--- src/rtl/uart_tx.sv ---
// uart_tx: 8N1 UART transmitter with a small byte FIFO in front of it.
// Bytes enter through a valid/ready handshake and go out LSB-first on tx_o.
// The bit period is taken from clks_per_bit_i at the start of each frame.
//
// Handshake: a byte is accepted at a rising edge where tx_valid_i && tx_ready_o.
// tx_ready_o depends only on the registered FIFO occupancy (high when not full),
// so a pop in the same cycle never raises ready while the FIFO is full.
// tx_byte_i is ignored in cycles without an accepted push.
module uart_tx #(
    parameter int FifoDepth = 4,
    parameter int CpbWidth  = 16
) (
    input  logic                         clock,
    input  logic                         reset,
    input  logic [CpbWidth-1:0]          clks_per_bit_i,
    input  logic                         tx_valid_i,
    input  logic [7:0]                   tx_byte_i,
    output logic                         tx_ready_o,
    output logic                         tx_o,
    output logic                         tx_busy_o,
    output logic                         tx_done_o,
    output logic [$clog2(FifoDepth):0]   fifo_level_o,
    output logic [1:0]                   dbg_state_o
);

    localparam int AW = $clog2(FifoDepth);
    localparam int LW = AW + 1;
    localparam logic [LW-1:0] DEPTH_L = LW'(FifoDepth);
    localparam logic [CpbWidth-1:0] MIN_CPB = CpbWidth'(2);

    typedef enum logic [1:0] {
        IDLE  = 2'd0,
        START = 2'd1,
        DATA  = 2'd2,
        STOP  = 2'd3
    } state_t;

    // FIFO storage and bookkeeping
    logic [7:0]    mem_q [FifoDepth];
    logic [AW-1:0] wr_ptr_q, rd_ptr_q;
    logic [LW-1:0] count_q, count_d;
    logic          full, empty, push, pop;

    // Serialiser state
    state_t              state_q, state_d;
    logic [CpbWidth-1:0] cnt_q, cnt_d;
    logic [CpbWidth-1:0] n_q, n_d;
    logic [2:0]          idx_q, idx_d;
    logic [7:0]          shift_q, shift_d;
    logic                tx_q, tx_d;
    logic                done;
    logic                bit_end;
    logic [CpbWidth-1:0] eff_cpb;

    assign full    = (count_q == DEPTH_L);
    assign empty   = (count_q == '0);
    assign push    = tx_valid_i && !full;
    // Periods below 2 clocks are clamped so every bit lasts at least 2 cycles.
    assign eff_cpb = (clks_per_bit_i < MIN_CPB) ? MIN_CPB : clks_per_bit_i;
    assign bit_end = (cnt_q == n_q - CpbWidth'(1));

    // FIFO occupancy: push and pop together leave the level unchanged
    always_comb begin
        count_d = count_q;
        case ({push, pop})
            2'b10:   count_d = count_q + LW'(1);
            2'b01:   count_d = count_q - LW'(1);
            default: count_d = count_q;
        endcase
    end

    // FIFO pointers and level; pointers wrap naturally at FifoDepth
    always_ff @(posedge clock) begin
        if (reset) begin
            wr_ptr_q <= '0;
            rd_ptr_q <= '0;
            count_q  <= '0;
        end else begin
            if (push) wr_ptr_q <= wr_ptr_q + AW'(1);
            if (pop)  rd_ptr_q <= rd_ptr_q + AW'(1);
            count_q <= count_d;
        end
    end

    // FIFO data array, written on an accepted push
    always_ff @(posedge clock) begin
        if (push) mem_q[wr_ptr_q] <= tx_byte_i;
    end

    // Next-state logic: frame sequencing, bit timing and pops from the FIFO
    always_comb begin
        state_d = state_q;
        cnt_d   = cnt_q;
        n_d     = n_q;
        idx_d   = idx_q;
        shift_d = shift_q;
        tx_d    = tx_q;
        pop     = 1'b0;
        done    = 1'b0;
        case (state_q)
            IDLE: begin
                tx_d = 1'b1;
                if (!empty) begin
                    pop     = 1'b1;
                    shift_d = mem_q[rd_ptr_q];
                    n_d     = eff_cpb;
                    cnt_d   = '0;
                    state_d = START;
                    tx_d    = 1'b0;
                end
            end
            START: begin
                if (bit_end) begin
                    cnt_d   = '0;
                    idx_d   = 3'd0;
                    state_d = DATA;
                    tx_d    = shift_q[0];
                end else begin
                    cnt_d = cnt_q + CpbWidth'(1);
                end
            end
            DATA: begin
                if (bit_end) begin
                    cnt_d = '0;
                    if (idx_q == 3'd7) begin
                        state_d = STOP;
                        tx_d    = 1'b1;
                    end else begin
                        idx_d   = idx_q + 3'd1;
                        shift_d = shift_q >> 1;
                        tx_d    = shift_q[1];
                    end
                end else begin
                    cnt_d = cnt_q + CpbWidth'(1);
                end
            end
            STOP: begin
                if (bit_end) begin
                    done  = 1'b1;
                    cnt_d = '0;
                    // A waiting byte starts immediately: no idle gap between frames.
                    if (!empty) begin
                        pop     = 1'b1;
                        shift_d = mem_q[rd_ptr_q];
                        n_d     = eff_cpb;
                        state_d = START;
                        tx_d    = 1'b0;
                    end else begin
                        state_d = IDLE;
                        tx_d    = 1'b1;
                    end
                end else begin
                    cnt_d = cnt_q + CpbWidth'(1);
                end
            end
            default: begin
                state_d = IDLE;
                tx_d    = 1'b1;
            end
        endcase
    end

    // Serialiser registers; reset aborts any frame and parks the line high
    always_ff @(posedge clock) begin
        if (reset) begin
            state_q <= IDLE;
            cnt_q   <= '0;
            n_q     <= MIN_CPB;
            idx_q   <= 3'd0;
            shift_q <= 8'd0;
            tx_q    <= 1'b1;
        end else begin
            state_q <= state_d;
            cnt_q   <= cnt_d;
            n_q     <= n_d;
            idx_q   <= idx_d;
            shift_q <= shift_d;
            tx_q    <= tx_d;
        end
    end

    assign tx_o         = tx_q;
    assign tx_ready_o   = !full;
    assign tx_busy_o    = (state_q != IDLE);
    assign tx_done_o    = done;
    assign fifo_level_o = count_q;
    assign dbg_state_o  = state_q;

endmodule

--- config.mk ---
export PLATFORM = sky130hd
export DESIGN_NAME = uart_tx
export DESIGN_NICKNAME = d
export VERILOG_FILES = /design/src/rtl/uart_tx.sv
export SDC_FILE = /design/constraint.sdc
export NUM_CORES = 1
export LEC_CHECK = 0
export CAP_MARGIN = 20
export CORE_MARGIN = 2
export CORE_UTILIZATION = 50
export CTS_BUF_LIST = sky130_fd_sc_hd__clkbuf_16
export CTS_CLUSTER_SIZE = 12
export DETAILED_ROUTE_END_ITERATION = 8
export PLACE_DENSITY = 0.7
export SLEW_MARGIN = 10
export SYNTH_ARGS = -nofsm -noshare
export SYNTH_HDL_FRONTEND = slang
export SYNTH_SLANG_ARGS = --single-unit
--- constraint.sdc ---
create_clock -name clock -period 5.7 [get_ports clock]
set_input_delay 1.14 -clock clock [delete_from_list [all_inputs] [get_ports clock]]
set_output_delay 1.14 -clock clock [all_outputs]
set_load 0.03 [all_outputs]
==> impl_results.md, run 1 <==
* Async set or reset register ratio after synthesis at 0%
* Placed standard-cell area at 4947 um^2
* Synth Net Count at 485
* Cts repair resizes at 0
* Max-cap violations at 0
* Width of the die at 99.63 um
* Port bufs at 35
* Row count at 34
* CORE AREA at 8806 um^2
* DRC viols at 0
* Number of flops mapped to enable cells by yosys at 32
* Mean Syn Cell Area at 10.32 um^2
* Post-synthesis mux area share at 8.703%
* Final core occ at 59.89%
* Hold Path Depth at 2
* Pin count of the biggest net entering global routing at 53
* Clk sinks at 87
* Worst Reg2Reg Path Length in Cells at 16
* WS Path Type: reg -> out
* Post-CTS setup buffer count at 0
* GRT Resource Usage Total at 20.63%
* Total CTS buffers at 9
* Die area at 9925 um^2
* Post-synthesis sequential area ratio at 45.10%
* Fraction of layout cells with a size suffix above 1 at 10.99%
* Slew headroom at 37.06%
* Gr ovfl total at 0
* Synth warnings at 0
* Htree depth at 3
* Post-layout min period at 4.840 ns
* First-pass GRT wire length at 16280 um
* XOR/XNOR Fraction of Synth Area at 5.172%
* Worst IR drop on VDD at 360.7 uV
* Gate Count Post-Synth at 443
* # IOs at 36
* Detailed-route wire length per cell at 16.85 um
* Final Instance Area at 5274 um^2
* Outcome: finished clean
* Worst Max-Slew Pin Slew at 0.9369 ns
* Compound-Gate Fraction of Synth Area at 14.12%
* Setup ws final at 0.8600 ns
* Fillers at 742
* Initial antenna violation count at 0
* Hpwl dp at 6882 um
* CTS root buf: clkbuf_16
* Clock buffer depth at 2
* Drt pass-1 iters at 4
* Unrepaired setup endpoints after global routing: no
* Worst Path Max Fanout at 8
* Die Y at 99.63 um
* Clock skew at 0.01294 ns
* Nets at 510
* WP data arrival at 3.70 ns
* CP required at 4.56 ns
* TritonCTS clock tree: yes
* Vias at 3416
* Commonest register cell after synthesis: dfxtp_1
* Clock Latency Late Sink at 0.35 ns
* Final setup violating endpoints at 0
* Final antenna-violating net count at 0
* Max frequency at 206.6 MHz
* Number of global-route vias before repair at 3394
* Final setup TNS at 0 ns
* Multi-input logic area at 2330 um^2
* Simple-Gate Fraction of Synth Area at 18.69%
* Final RePlAce weighted congestion at 0.9540
* Cell Area, Synth at 4572 um^2
* CP Launch Type: flip-flop
* Critical path endpoint category: primary output
* Vias per inst at 5.880
* Pre-CTS setup slack at 0.8636 ns
* Synth Area in Adders at 4.269%
* Synth unique cells at 58
* Final slew viol count at 0
* Final Cycle Share at 84.91%
* Worst hold slack at 0.4882 ns
* Iter 0 DRT Violations at 131
* PwrDens at 541.1 nW/um^2
* Final Hold Viols at 0
* HP Class: reg -> reg
* CTS Hold Buffers Added at 0
* Largest family of logic cells by synthesized area: simple AND/OR/NAND/NOR gates
* Reg area at 2062 um^2
* N_diodes at 0
* FF+latch count, synth at 87
* Initial core utilization at 51.92%
* Clock edge transition at the registers on the reported setup and hold paths at 0.07 ns
* Area Overhead vs Synth at 15.35%
* Lkg Pwr at 1.864 nW
* Final WL at 9792 um
-- synth_stat cells (all sizes together) (12+ instances only) --
master | count | area, um^2
o21ai | 24 | 120.1
edfxtp | 32 | 960.9
and3 | 14 | 87.58
ha | 14 | 175.2
inv | 16 | 60.06
buf | 13 | 75.07
a31oi | 16 | 100.1
clkbuf | 12 | 45.04
a21oi | 36 | 180.2
xnor2 | 18 | 157.7
nand3 | 27 | 135.1
nor2 | 25 | 93.84
dfxtp | 55 | 1101
-- layout by cell type (no fill, tap or decap), types with 4 or more instances in the layout --
cell type,netlist,final
nand2_1,10,10
xnor2_1,18,18
mux4_2,8,8
a21oi_1,36,36
clkbuf_16,0,9
nor2b_1,8,8
nor4_1,7,7
ha_1,14,14
clkdlybuf4s50_1,0,34
inv_1,16,16
nor2_1,25,25
nand2b_1,11,11
or3_1,4,4
o31ai_1,4,4
mux2i_1,9,9
nor3_1,9,9
xor2_1,9,9
and3_1,14,14
mux2_4,7,7
dfxtp_1,55,55
a31oi_1,16,16
nand4_1,8,8
o21ai_0,24,24
edfxtp_1,32,32
nand3_1,27,27
-- layout make-up --
class,count,area share [%]
timing repair buffer,39,7.070
sequential,87,39.10
multi-input combinational,315,44.18
inverter,16,1.139
clock buffer,9,4.270
tap,108,2.562
clock inverter,7,1.684
-- critical path, stage by stage, from the launching register on --
cell	delay [ns]
dfxtp_1	0.35
inv_1	0.09
ha_1	0.24
nor3b_1	0.44
buf_2	0.28
nand3_1	0.10
xor2_1	0.16
o21ai_0	0.21
nand4b_1	0.21
nor4_1	0.41
and2_1	0.20
clkdlybuf4s50_1	0.66
-- cell families after synthesis --
| group | count (synthesis) |
|---|---|
| and+or+nand+nor | 145 |
| muxes | 26 |
| adders and majority gates | 15 |
| buffers and inverters | 41 |
| xor gates and xnor gates | 27 |
| AOI/OAI and AO/OA | 102 |
| DFF | 87 |
-- registers in the layout, summed over array words and instances (netlist names), named ones only --
signal,cells
cnt_q,16
rd_ptr_q,2
mem_q,32
n_q,16
dbg_state_o,2
tx_o,1
shift_q,8
wr_ptr_q,2
idx_q,3
fifo_level_o,3
-- final timing paths --
kind	endpoint	slack, ns	startpoint
worst min-delay path	idx_q[1]	0.49	idx_q[1]
worst min register to register	idx_q[1]	0.49	idx_q[1]
worst max register to register	fifo_level_o[2]	1.55	n_q[0]
worst max-delay path	tx_done_o	0.86	n_q[0]
-- layer usage --
| metal | vias up | global-route usage, % | part of all wire [%] |
|---|---|---|---|
| met3 | 18 | 4.146 | 3.9 |
| met1 | 1615 | 24.47 | 43 |
| li1 | 1709 | - | - |
| met4 | 0 | 7.692 | 2.2 |
| met5 | - | 0 | 0 |
| met2 | 74 | 36.85 | 51 |
-- power breakdown --
group	switching [mW]	internal, mW
sequential	0.144	0.779
combinational	0.774	0.559
clock	0.284	0.314
total	1.20	1.65
-- metrics by stage --
stage / cells / total power [mW]
2_1_floorplan: 443 / 1.956
3_3_place_gp: 563 / 2.221
3_5_place_dp: 563 / 2.250
4_1_cts: 579 / 2.859
5_1_grt: 581 / 3.050
6_report: 581 / 2.854
No activity file was read; power rests on OpenSTA's default activity.
==> run 2: changes to the inputs <==
- clock period: 5.7 -> 4.7 ns (I/O delays scaled with it)
==> run 2 against run 1 <==
Routed wire length shrank 2.2%. Combinational power is 21% higher. Non-clock buffer count is the same. Critical path depth is 1 lower. Clock skew fell by 0.0045 ns. Sequential share of layout area up 0.15 points. Die area unchanged. Power increased by 20%. Setup slack got worse by 0.58 ns. Worst hold slack lost 0.0017 ns. Critical path type unchanged. Highest routed layer unchanged.
==> impl_results.md, run 2 (synthesis gave the netlist of run 1 again) <==
* Outcome: finished clean
* Post-layout min period at 4.423 ns
* CP Launch Type: flip-flop
* Number of flip-flops in the largest register at 32 (unchanged)
* Slew headroom at 39.47% (+2.4 points)
* Reg area at 2062 um^2 (unchanged)
* NetSw at 1.424 mW (+19%)
* WP data arrival at 3.48 ns (-0.22 ns)
* DRC viols at 0 (unchanged)
* Clock power frac at 19.8% (-1.2 points)
* Final Hold Viols at 0 (unchanged)
* First-pass GRT wire length at 15930 um (-2.1%)
* Fillers at 720 (-3.0%)
* GRT Resource Usage Total at 20.27% (-0.35 points)
* Multi-input logic area at 2341 um^2 (+0.48%)
* Hpwl dp at 6916 um (+0.49%)
* Final setup TNS at 0 ns (unchanged)
* Number of global-route vias before repair at 3328 (-1.9%)
* Setup ws final at 0.2771 ns (-0.5829 ns)
* P_int at 1.990 mW (+20%)
* CP max-delay cell: clkdlybuf4s50_1
* Vias at 3430 (+0.41%)
* Initial core utilization at 51.92% (unchanged)
* Worst Path Max Fanout at 11 (+3)
* Final RePlAce weighted congestion at 0.8480 (-11%)
* N_diodes at 0 (unchanged)
* Clock edge transition at the registers on the reported setup and hold paths at 0.06 ns (about the same)
* Nets at 510 (unchanged)
* Die Y at 99.63 um (unchanged)
* Cells after DPL at 564 (+0.18%)
* HP Class: reg -> reg
* TritonCTS clock tree: yes
* Iter 0 DRT Violations at 129 (-1.5%)
* Crit. Startpoint: n_q[0]
* Clock skew at 0.008427 ns (-0.004515 ns)
* Most frequent cells in the layout: 55 x dfxtp_1, 36 x a21oi_1, 34 x clkdlybuf4s50_1
* Vias per inst at 5.904 (+0.41%)
* CORE AREA at 8806 um^2 (unchanged)
* CP required at 3.76 ns (-0.80 ns)
* Gr ovfl total at 0 (unchanged)
* Worst Reg2Reg Path Length in Cells at 15 (-1)
* Die area at 9925 um^2 (unchanged)
* Final WL at 9572 um (-2.2%)
* Largest registers: mem_q: 32 flops, cnt_q: 16 flops, n_q: 16 flops
* Pin count of the biggest net entering global routing at 30 (-43%)
* Row count at 34 (unchanged)
* Hold Path Depth at 2 (unchanged)
* Comb power frac at 47.2% (+0.5 points)
* Worst Max-Slew Pin Slew at 0.9010 ns (-0.03588 ns)
* Max-cap violations at 0 (unchanged)
* Width of the die at 99.63 um (unchanged)
* Area Overhead vs Synth at 14.92%
* CTS root buf: clkbuf_16
* Final antenna-violating net count at 0 (unchanged)
* Largest Register: mem_q
* Max frequency at 226.1 MHz
* FF-to-FF End: fifo_level_o[2]
* Fraction of layout cells with a size suffix above 1 at 10.99% (unchanged)
* Crit-path cells: inv_1, ha_1, nor3b_4, nand3_1, xor2_1, o21ai_0, nand4b_1, nor4_1, and2_1, clkdlybuf4s50_1
* Worst r2r src: n_q[0]
* Port bufs at 35 (unchanged)
* Critical path endpoint category: primary output
* PwrDens at 649.8 nW/um^2 (+20%)
* Initial antenna violation count at 0 (unchanged)
* Lkg Pwr at 1.854 nW (-0.54%)
* Drt pass-1 iters at 4 (unchanged)
* Sequential Power Share at 33.0% (+0.7 points)
* Total CTS buffers at 9 (unchanged)
* CP peak stage delay at 0.66 ns (about the same)
* Final setup violating endpoints at 0 (unchanged)
* Final Cycle Share at 94.11%
* Tot Pwr at 3.414 mW (+20%)
* Final slew viol count at 0 (unchanged)
* Switching share of power at 41.71% (-0.39 points)
* Clock buffer depth at 2 (unchanged)
* Clk sinks at 87 (unchanged)
* Unrepaired setup endpoints after global routing: no
* Htree depth at 3 (unchanged)
* # IOs at 36 (unchanged)
* Worst Setup EP: tx_done_o
* Worst IR drop on VDD at 402.1 uV (+11%)
* WS Path Type: reg -> out
* Clock Latency Late Sink at 0.34 ns (about the same)
* Detailed-route wire length per cell at 16.48 um (-2.2%)
* Most common cell after layout, fill and taps aside: dfxtp_1
* Flop2flop setup slack at 0.74 ns (-0.81 ns)
* Pre-CTS setup slack at 0.1023 ns (-0.7613 ns)
* Finished Layout Cells at 581 (unchanged)
## run 2: cell type report
class | count | area share (%)
repair buffers | 39 | 7.145
multi-input cells | 315 | 44.56
inverters | 16 | 1.143
flip-flops and latches | 87 | 39.25
clock inverters | 7 | 1.048
well taps | 108 | 2.572
clock buffers | 9 | 4.287
## run 2: routing by layer
| metal | up-vias | wire length (um) | GRT usage, % |
|---|---|---|---|
| li1 | 1705 | - | - |
| met2 | 68 | 4790 | 34.98 |
| met4 | 0 | 163 | 7.060 |
| met3 | 15 | 381 | 4.357 |
| met5 | - | 0 | 0 |
| met1 | 1642 | 4238 | 25.16 |
## run 2: how the worst min path moves through the flow
stage,slack (ns),to,from
final,0.49,idx_q[2],idx_q[2]
after global routing,0.52,idx_q[2],idx_q[2]
after CTS,0.48,idx_q[2],idx_q[2]
after detailed placement,0.47,idx_q[2],idx_q[2]
after global placement,0.46,idx_q[2],idx_q[2]
after floorplan,0.45,flip-flop,rd_ptr_q[1]
## run 2: worst max-delay path: cells and delay by family, from the launching register on
kind                       cells  cell delay [ns]
xor gates and xnor gates       1             0.17
DFF                            1             0.35
AOI/OAI and AO/OA              1             0.21
and+or+nand+nor                5             1.40
buffers and inverters          2             0.75
adders and majority gates      1             0.26
## run 2: per-stage QoR
stage,hold WS (ns),cell area [um^2],utilization (%)
3_5_place_dp,0.4728,4955,56.27
2_1_floorplan,0.4529,4572,-
3_3_place_gp,0.4632,4955,56.27
5_1_grt,0.5157,5254,59.66
6_report,0.4865,5254,59.66
4_1_cts,0.4813,5240,59.51
## run 2: what timing repair did
item	in CTS	in global routing
resized for setup	1	1
setup endpoints to repair	1	1
hold buffers	0	0
buffers inserted	0	0
## run 2: power groups by stage
stage	clock network [mW]	logic [mW]	registers, mW
after CTS	0.686	1.59	1.12
after detailed placement	0	1.58	1.14
after floorplan	0	1.27	1.10
final	0.676	1.61	1.13
after global routing	0.726	1.77	1.16
after global placement	0	1.56	1.13
